==> config.mk <==
export PLATFORM = sky130hd
export DESIGN_NAME = pico_bus_arbiter
export DESIGN_NICKNAME = d
export VERILOG_FILES = /design/src/rtl/pico_bus_pkg.sv /design/src/rtl/pico_rr_pick.sv /design/src/rtl/pico_bus_arbiter.sv
export SDC_FILE = /design/constraint.sdc
export NUM_CORES = 1
export LEC_CHECK = 0
export CAP_MARGIN = 20
export CORE_AREA = 2 2 80 82
export CTS_BUF_LIST = sky130_fd_sc_hd__clkbuf_4
export DETAILED_ROUTE_END_ITERATION = 12
export DIE_AREA = 0 0 82 84
export GPL_ROUTABILITY_DRIVEN = 0
export PLACE_DENSITY = 0.78
export SETUP_SLACK_MARGIN = 0.02
export SLEW_MARGIN = 20
export SYNTH_ARGS = -nofsm -noshare
export SYNTH_HDL_FRONTEND = slang
export SYNTH_SLANG_ARGS = --single-unit
==> constraint.sdc <==
create_clock -name clk -period 2.3 [get_ports clk]
set_input_delay 0.575 -clock clk [delete_from_list [all_inputs] [get_ports clk]]
set_output_delay 0.575 -clock clk [all_outputs]
set_load 0.05 [all_outputs]
==> src/rtl/pico_bus_pkg.sv <==
// Shared types and constants for the pico bus arbiter.
package pico_bus_pkg;
   typedef enum logic {IDLE = 1'b0, BUSY = 1'b1} arb_state_e;

   localparam int PICO_DW = 32;
   localparam int PICO_SW = 4;
   localparam logic [PICO_DW-1:0] PICO_ERR_DATA = 32'hDEAD_BEEF;
endpackage

==> src/rtl/pico_rr_pick.sv <==
// Round-robin picker: first requester at or after ptr, searching upward with wrap.
module pico_rr_pick #(
   parameter int NM = 2,
   parameter int PW = (NM > 1) ? $clog2(NM) : 1
) (
   input  logic [NM-1:0] req,
   input  logic [PW-1:0] ptr,
   output logic [NM-1:0] gnt,
   output logic          any_req
);
   logic [NM-1:0]   rot;
   logic [NM-1:0]   pick;
   logic [2*NM-1:0] dbl_req;
   logic [2*NM-1:0] dbl_pick;

   // Rotate so ptr sits at bit 0, take the lowest set bit, rotate back.
   always_comb begin
      dbl_req  = {req, req} >> ptr;
      rot      = dbl_req[NM-1:0];
      pick     = '0;
      for (int i = NM - 1; i >= 0; i--) begin
         if (rot[i]) begin
            pick    = '0;
            pick[i] = 1'b1;
         end
      end
      dbl_pick = {pick, pick} << ptr;
      gnt      = dbl_pick[2*NM-1:NM];
      any_req  = |req;
   end
endmodule

==> src/rtl/pico_bus_arbiter.sv <==
// Round-robin arbiter sharing one pico slave port among NM masters,
// one transaction at a time, with a hung-slave response timeout.
module pico_bus_arbiter
   import pico_bus_pkg::*;
#(
   parameter int                 NM       = 2,
   parameter int                 AW       = 8,
   parameter int                 TIMEOUT  = 16,
   parameter logic [PICO_DW-1:0] ERR_DATA = PICO_ERR_DATA
) (
   input  logic                  clk,
   input  logic                  rst,
   input  logic [NM-1:0]         m_valid,
   input  logic [NM*AW-1:0]      m_addr,
   input  logic [NM*PICO_DW-1:0] m_wdata,
   input  logic [NM*PICO_SW-1:0] m_wstrb,
   output logic [NM-1:0]         m_ready,
   output logic [PICO_DW-1:0]    m_rdata,
   output logic                  s_valid,
   output logic [AW-1:0]         s_addr,
   output logic [PICO_DW-1:0]    s_wdata,
   output logic [PICO_SW-1:0]    s_wstrb,
   input  logic                  s_ready,
   input  logic [PICO_DW-1:0]    s_rdata,
   output logic [NM-1:0]         grant,
   output logic                  timeout_err
);
   localparam int PW = (NM > 1) ? $clog2(NM) : 1;
   localparam int TW = (TIMEOUT > 0) ? $clog2(TIMEOUT + 1) : 1;

   arb_state_e    state, state_nx;
   logic [NM-1:0] grant_q, grant_nx, pick;
   logic [PW-1:0] rr_ptr, rr_ptr_nx, g_idx, g_next;
   logic [TW-1:0] timer, timer_nx;
   logic          any_req, busy, aborted, done_ok, to_hit, finish;

   pico_rr_pick #(.NM(NM), .PW(PW)) u_pick (
      .req     (m_valid),
      .ptr     (rr_ptr),
      .gnt     (pick),
      .any_req (any_req)
   );

   always_ff @(posedge clk or posedge rst) begin
      if (rst) begin
         state   <= IDLE;
         grant_q <= '0;
         rr_ptr  <= '0;
         timer   <= '0;
      end else begin
         state   <= state_nx;
         grant_q <= grant_nx;
         rr_ptr  <= rr_ptr_nx;
         timer   <= timer_nx;
      end
   end

   always_comb begin
      g_idx = '0;
      for (int i = 0; i < NM; i++)
         if (grant_q[i]) g_idx = PW'(i);
      g_next = (g_idx == PW'(NM - 1)) ? '0 : g_idx + PW'(1);
   end

   // An abort (owner drops valid) outranks a late s_ready; s_ready outranks expiry.
   assign busy    = (state == BUSY);
   assign aborted = busy && !(|(grant_q & m_valid));
   assign done_ok = busy && !aborted && s_ready;
   assign to_hit  = busy && !aborted && !s_ready && (TIMEOUT > 0) &&
                    (timer == TW'(TIMEOUT - 1));
   assign finish  = done_ok || to_hit || aborted;

   always_comb begin
      state_nx  = state;
      grant_nx  = grant_q;
      rr_ptr_nx = rr_ptr;
      timer_nx  = timer;
      case (state)
         IDLE: begin
            if (any_req) begin
               state_nx = BUSY;
               grant_nx = pick;
               timer_nx = '0;
            end
         end
         BUSY: begin
            if (finish) begin
               state_nx  = IDLE;
               grant_nx  = '0;
               rr_ptr_nx = g_next;
            end else if (TIMEOUT > 0) begin
               timer_nx = timer + TW'(1);
            end
         end
         default: state_nx = IDLE;
      endcase
   end

   // grant_q is zero in IDLE, so the AND-OR mux drives zeros there.
   always_comb begin
      s_valid     = busy;
      grant       = grant_q;
      s_addr      = '0;
      s_wdata     = '0;
      s_wstrb     = '0;
      for (int i = 0; i < NM; i++) begin
         if (grant_q[i]) begin
            s_addr  |= m_addr[i*AW +: AW];
            s_wdata |= m_wdata[i*PICO_DW +: PICO_DW];
            s_wstrb |= m_wstrb[i*PICO_SW +: PICO_SW];
         end
      end
      m_ready     = (done_ok || to_hit) ? grant_q : '0;
      m_rdata     = done_ok ? s_rdata : (to_hit ? ERR_DATA : '0);
      timeout_err = to_hit;
   end
endmodule

**After elaboration in Yosys (flattened, before gate mapping)**

Cells that the tools add are included.

- Word-level logic and storage cells: 54
- Register bits after elaboration: 9
- Output and inout port bits: 82

- Mux-type cells: 22
- Equality and inequality tests: 4
- $add $sub $neg: 2
- Bitwise operators: 5
- Shifts and indexed selects: 2
- Reductions and logical operators: 15

Operators by type and width:

| cell | count |
|---|---|
| two-way mux 32 bit | 4 |
| OR 32 bit | 1 |
| two-way mux 8 bit | 2 |
| two-way mux 2 bit | 5 |
| two-way mux 5 bit | 2 |
| one-hot mux 5 bit (2 select lines) | 1 |
| two-way mux 4 bit | 2 |
| OR 8 bit | 1 |
| AND reduction 2 bit | 3 |
| adder 5 x 1 -> 5 bit (second input constant) | 1 |
| equality test 5 x 4 -> 1 bit (second input constant) | 1 |
| logical AND 1 bit | 5 |
| two-way mux 1 bit | 4 |
| != test 2 bit (second input constant) | 2 |
| OR 4 bit | 1 |
| one-hot mux 2 bit (2 select lines) | 1 |
| OR reduction 2 bit | 2 |
| left shift 4 x 1 -> 4 bit | 1 |
| right shift 4 x 1 -> 2 bit | 1 |
| zero test 1 bit | 3 |
| bitwise AND 2 bit | 1 |
| logical OR 1 bit | 2 |
| != test 2 x 1 -> 1 bit (second input constant) | 1 |
| one-hot mux 1 bit (2 select lines) | 1 |
| 2 further kinds | 2 |

**Depth between registers and ports, before layout**

- Depth in word-level cells: 12
- Depth in mapped cells: 7
- Mapped depth without buffers: 6

**Cells and area by module**

A second synthesis with hierarchy kept.

- Cells, all modules: 182
- Area total of the unflattened synthesis: 1302.5 um^2

Modules (own cells, without submodules):

| module | area an instance (um^2) | cells each | times used |
|---|---|---|---|
| pico_bus_arbiter | 1277.5 | 178 | 1 |
| pico_rr_pick | 25.0 | 4 | 1 |

**Worst setup path after synthesis**

OpenSTA, ideal clock, no wires.

- Path kind: reg2out
- From: register grant_q[0], in the netlist grant[0]
- To: output m_rdata[13]
- Path slack: -0.366 ns
- Arrival: 2.091 ns
- Buffers on the path: 1
- Data required time: 1.725 ns
- Stages on the path, launching flop included: 5
- Cells stage by stage: dfrtp_1 > a22o_1 > nand2_1 > buf_2 > a21oi_1

- Longest elaborated chain between the ends: 10
- Elaborated cells between the ends (all ways): 11

RTL lines:

| what | RTL line | text |
|---|---|---|
| from (decl) | pico_bus_arbiter.sv:32 | `logic [NM-1:0] grant_q, grant_nx, pick;` |
| from (signal assigned) | pico_bus_arbiter.sv:52 | `grant_q <= grant_nx;` |
| bitwise AND 2 bit (*) | pico_bus_arbiter.sv:67 | `assign aborted = busy && !(\|(grant_q & m_valid));` |
| OR reduction 2 bit (*) | pico_bus_arbiter.sv:67 |  |
| zero test 1 bit (*) | pico_bus_arbiter.sv:67 |  |
| logical AND 1 bit (*) | pico_bus_arbiter.sv:67 |  |
| zero test 1 bit (*) | pico_bus_arbiter.sv:68, pico_bus_arbiter.sv:69 |  |
| logical AND 1 bit (*) | pico_bus_arbiter.sv:68, pico_bus_arbiter.sv:69 |  |
| logical AND 1 bit (2 in a row) | pico_bus_arbiter.sv:69 | `assign to_hit = busy && !aborted && !s_ready && (TIMEOUT > 0) &&` |
| two-way mux 32 bit | pico_bus_arbiter.sv:114 | `m_rdata = done_ok ? s_rdata : (to_hit ? ERR_DATA : '0);` |
| two-way mux 32 bit (*) | pico_bus_arbiter.sv:114 |  |
| to (decl) | pico_bus_arbiter.sv:18 | `output logic [PICO_DW-1:0] m_rdata,` |

Every way passes the cells marked *; elsewhere a longest branch is shown, timed or not.

**Worst setup path in the final report**

- From: register timer[0]
- To: output m_ready[0]

- Longest elaborated chain between the ends: 4

RTL lines:

| what | RTL line | text |
|---|---|---|
| from (decl) | pico_bus_arbiter.sv:34 | `logic [TW-1:0] timer, timer_nx;` |
| from (signal assigned) | pico_bus_arbiter.sv:54 | `timer <= timer_nx;` |
| equality test 5 x 4 -> 1 bit | pico_bus_arbiter.sv:70 | `(timer == TW'(TIMEOUT - 1));` |
| logical AND 1 bit | pico_bus_arbiter.sv:69 |  |
| logical OR 1 bit | pico_bus_arbiter.sv:113 | `m_ready = (done_ok \|\| to_hit) ? grant_q : '0;` |
| two-way mux 2 bit | pico_bus_arbiter.sv:113 |  |
| to (decl) | pico_bus_arbiter.sv:17 | `output logic [NM-1:0] m_ready,` |

Every way passes these cells.

==> run_results.csv <==
group,metric,value,unit
clock_network,ctsHoldBuffers,0,
route,drt_iter0_drc,68,
critical_path,endpoint_kind,"output pin",
floorplan,dieHeight,84,um
floorplan,start_util,20.9,%
clock_network,htree_levels,1,
clock_network,cts_root_buf,"clkbuf_4",
timing,hold_viol_final,0,
min_path,min_from,"timer[3]",
synthesis,ys.flop_type,"dfrtp_1",
clock_network,clk_pin_slew,0.06,ns
floorplan,fp.dieW,82,um
synthesis,syn-num-nets,304,
floorplan,pin_count,207,
finish,multi_input_area,1270,um2
grt,globalRouteTotalUtil,25.5,%
clock_network,clk_latency,0.26,ns
synthesis,synth_area_per_cell,7.21,um2
timing,max_freq,422,MHz
timing,tightest_slew,0.366,ns
critical_path,crit_arrival,1.79,ns
route,viasPerCell,5.00,
timing,fin_crit_sh,103,%
route,wirelength,8870,um
synthesis,ys_types,31,
finish,final_layout_size_suffix_gt1_share,37.9,%
finish,area_delta_synth_final,277,%
critical_path,crit_start,"timer[0]",
run,drv_cap,0,
critical_path,start_kind,"register",
grt,grt.overflow.total,0,
status,status,"finished, violations left",
grt,met1_usage,27.2,%
critical_path,crit_required,1.73,ns
synthesis,netlist_instances,177,
timing,min_period,2.37,ns
route,drc,0,
timing,layout_setup_ws,-0.0696,ns
clock_network,clockBufferDepth,2,
floorplan,row_count,29,
finish,layout_commonest_cell,"clkdlybuf4s50_1",
synthesis,synth_edf_count,0,
grt,grt_pass1_wl,13500,um
critical_path,r2r_slack,0.20,ns
critical_path,timing_worst_setup_path_type,"reg2out",
grt,grtUsageMet3,9.31,%
floorplan,core_area,6100,um2
timing,max_slew_margin,75.6,%
place,hpwl,6970,um
timing,holdWs,0.518,ns
timing,rsz0062_at_grt,"true",
place,place_ws,-0.340,ns
clock_network,cts_tree,"done",
grt,grt_max_degree,50,
synthesis,ys_seq_area_share,17.6,%
timing,fin_skew,0.00149,ns
route,wl_per_cell,19.0,um
finish,fillers,372,
finish,diodes,0,
route,dr.pass1.iters,4,
finish,seq_area,226,um2
power,peakVddDrop,595,uV
timing,setup_violations,27,
critical_path,path_max_fanout,3,
power,p_per_area,759,nW/um2
grt,grt_pass1_vias,2502,
status,violations,"setup timing",
grt,antenna_found_initial,0,
finish,layout_common_cells,"clkdlybuf4s50_1 (121), buf_12 (86), a22o_1 (46)",
place,port_buffers,206,
route,ant_nets,0,
synthesis,synth_seq_cells,9,
grt,use_met2,44.6,%
clock_network,cts_buffers,3,
synthesis,yosys_warnings,0,
synthesis,syn_area,1280,um2
floorplan,die_area,6890,um2
timing,drv_slew,0,
grt,busiest_layer,"met2",
synthesis,async_flop_share,100,%
clock_network,cts_num_sinks,9,
finish,nets,518,
power,power_leakage,0.00194,uW
min_path,hold_class,"reg2reg",
route,route.vias.total,2336,
critical_path,r2r_start,"timer[0]",
sequential cells by signal, indices dropped and copies added, names as in the netlist:
| register | cells |
|---|---|
| timer | 5 |
| s_valid | 1 |
| rr_ptr | 1 |
| grant | 2 |
through the flow:
step                total power [uW]  instance area (um2)  TNS (ns)  cells  util [%]
finish                          3660                 4810     -1.41    467      79.0
global route                    3790                 4810     -3.06    467      79.0
detailed placement              3390                 4440     -8.79    456      72.8
CTS                             3660                 4780     -1.59    465      78.4
floorplan                       1770                 1420     -1.37    177         -
global placement                3350                 4440     -8.08    456      72.8
logic make-up (layout without fill, tap and decap cells):
family                   count (synthesis)  count (layout)  synth area share (%)
buffers and inverters                   24             237                  8.72
AO/OA/AOI/OAI                           82              82                  47.2
multiplexers                             3               3                  2.35
AND/OR/NAND/NOR                         57              57                  22.2
adder cells (fa/ha/maj)                  2               2                  1.96
flip-flops                               9               9                  17.6
final timing paths:
path | endpoint | cells after the start
worst max-delay path | m_ready[0] | 6
max in group asynchronous | grant[0] | 2
worst min register to register | timer[3] | 1
worst max register to register | timer[4] | 8
min in group asynchronous | timer[4] | 2
worst min-delay path | timer[3] | 1
final cells by class:
class / instances / share of cell area (%)
timing repair buffer: 229 / 65.9
multi-input combinational: 144 / 26.4
tap: 77 / 2.00
inverter: 4 / 0.312
sequential: 9 / 4.70
clock buffer: 4 / 0.624
critical path, stage by stage, from the launching register on:
cell	delay (ns)
dfrtp_1	0.41
ha_2	0.20
and3_4	0.18
ha_4	0.17
or2_4	0.25
and3_4	0.18
buf_12	0.14
report_power, final:
part / internal (uW) / switching, uW
Sequential: 188 / 50.4
Clock: 78.5 / 52.6
Combinational: 1560 / 1730
per-layer routing:
metal	share of wire, %	routed length (um)
met5	0	0
met4	4.1	361
met1	35	3090
met2	51	4550
met3	9.8	867
synth_stat cells, types with 3 or more instances:
cell type,instances,share of area (%)
a21oi_1,26,10
a22o_1,46,32
and3_1,11,5.4
buf_1,3,0.88
buf_2,7,2.7
clkbuf_1,7,2.1
dfrtp_1,9,18
inv_1,4,1.2
mux2i_1,3,2.4
nand2_1,30,8.8
nand3_1,4,1.6
nor2_1,3,0.88
o21ai_0,4,1.6
timing repair:
action                                  in CTS  in global routing
resized for setup                           45                  4
pin swaps                                    2                  2
endpoints found under the setup margin      35                 46
gates cloned                                 3                  0
setup buffers                                2                  2
Power figures use the tool's default switching activity.
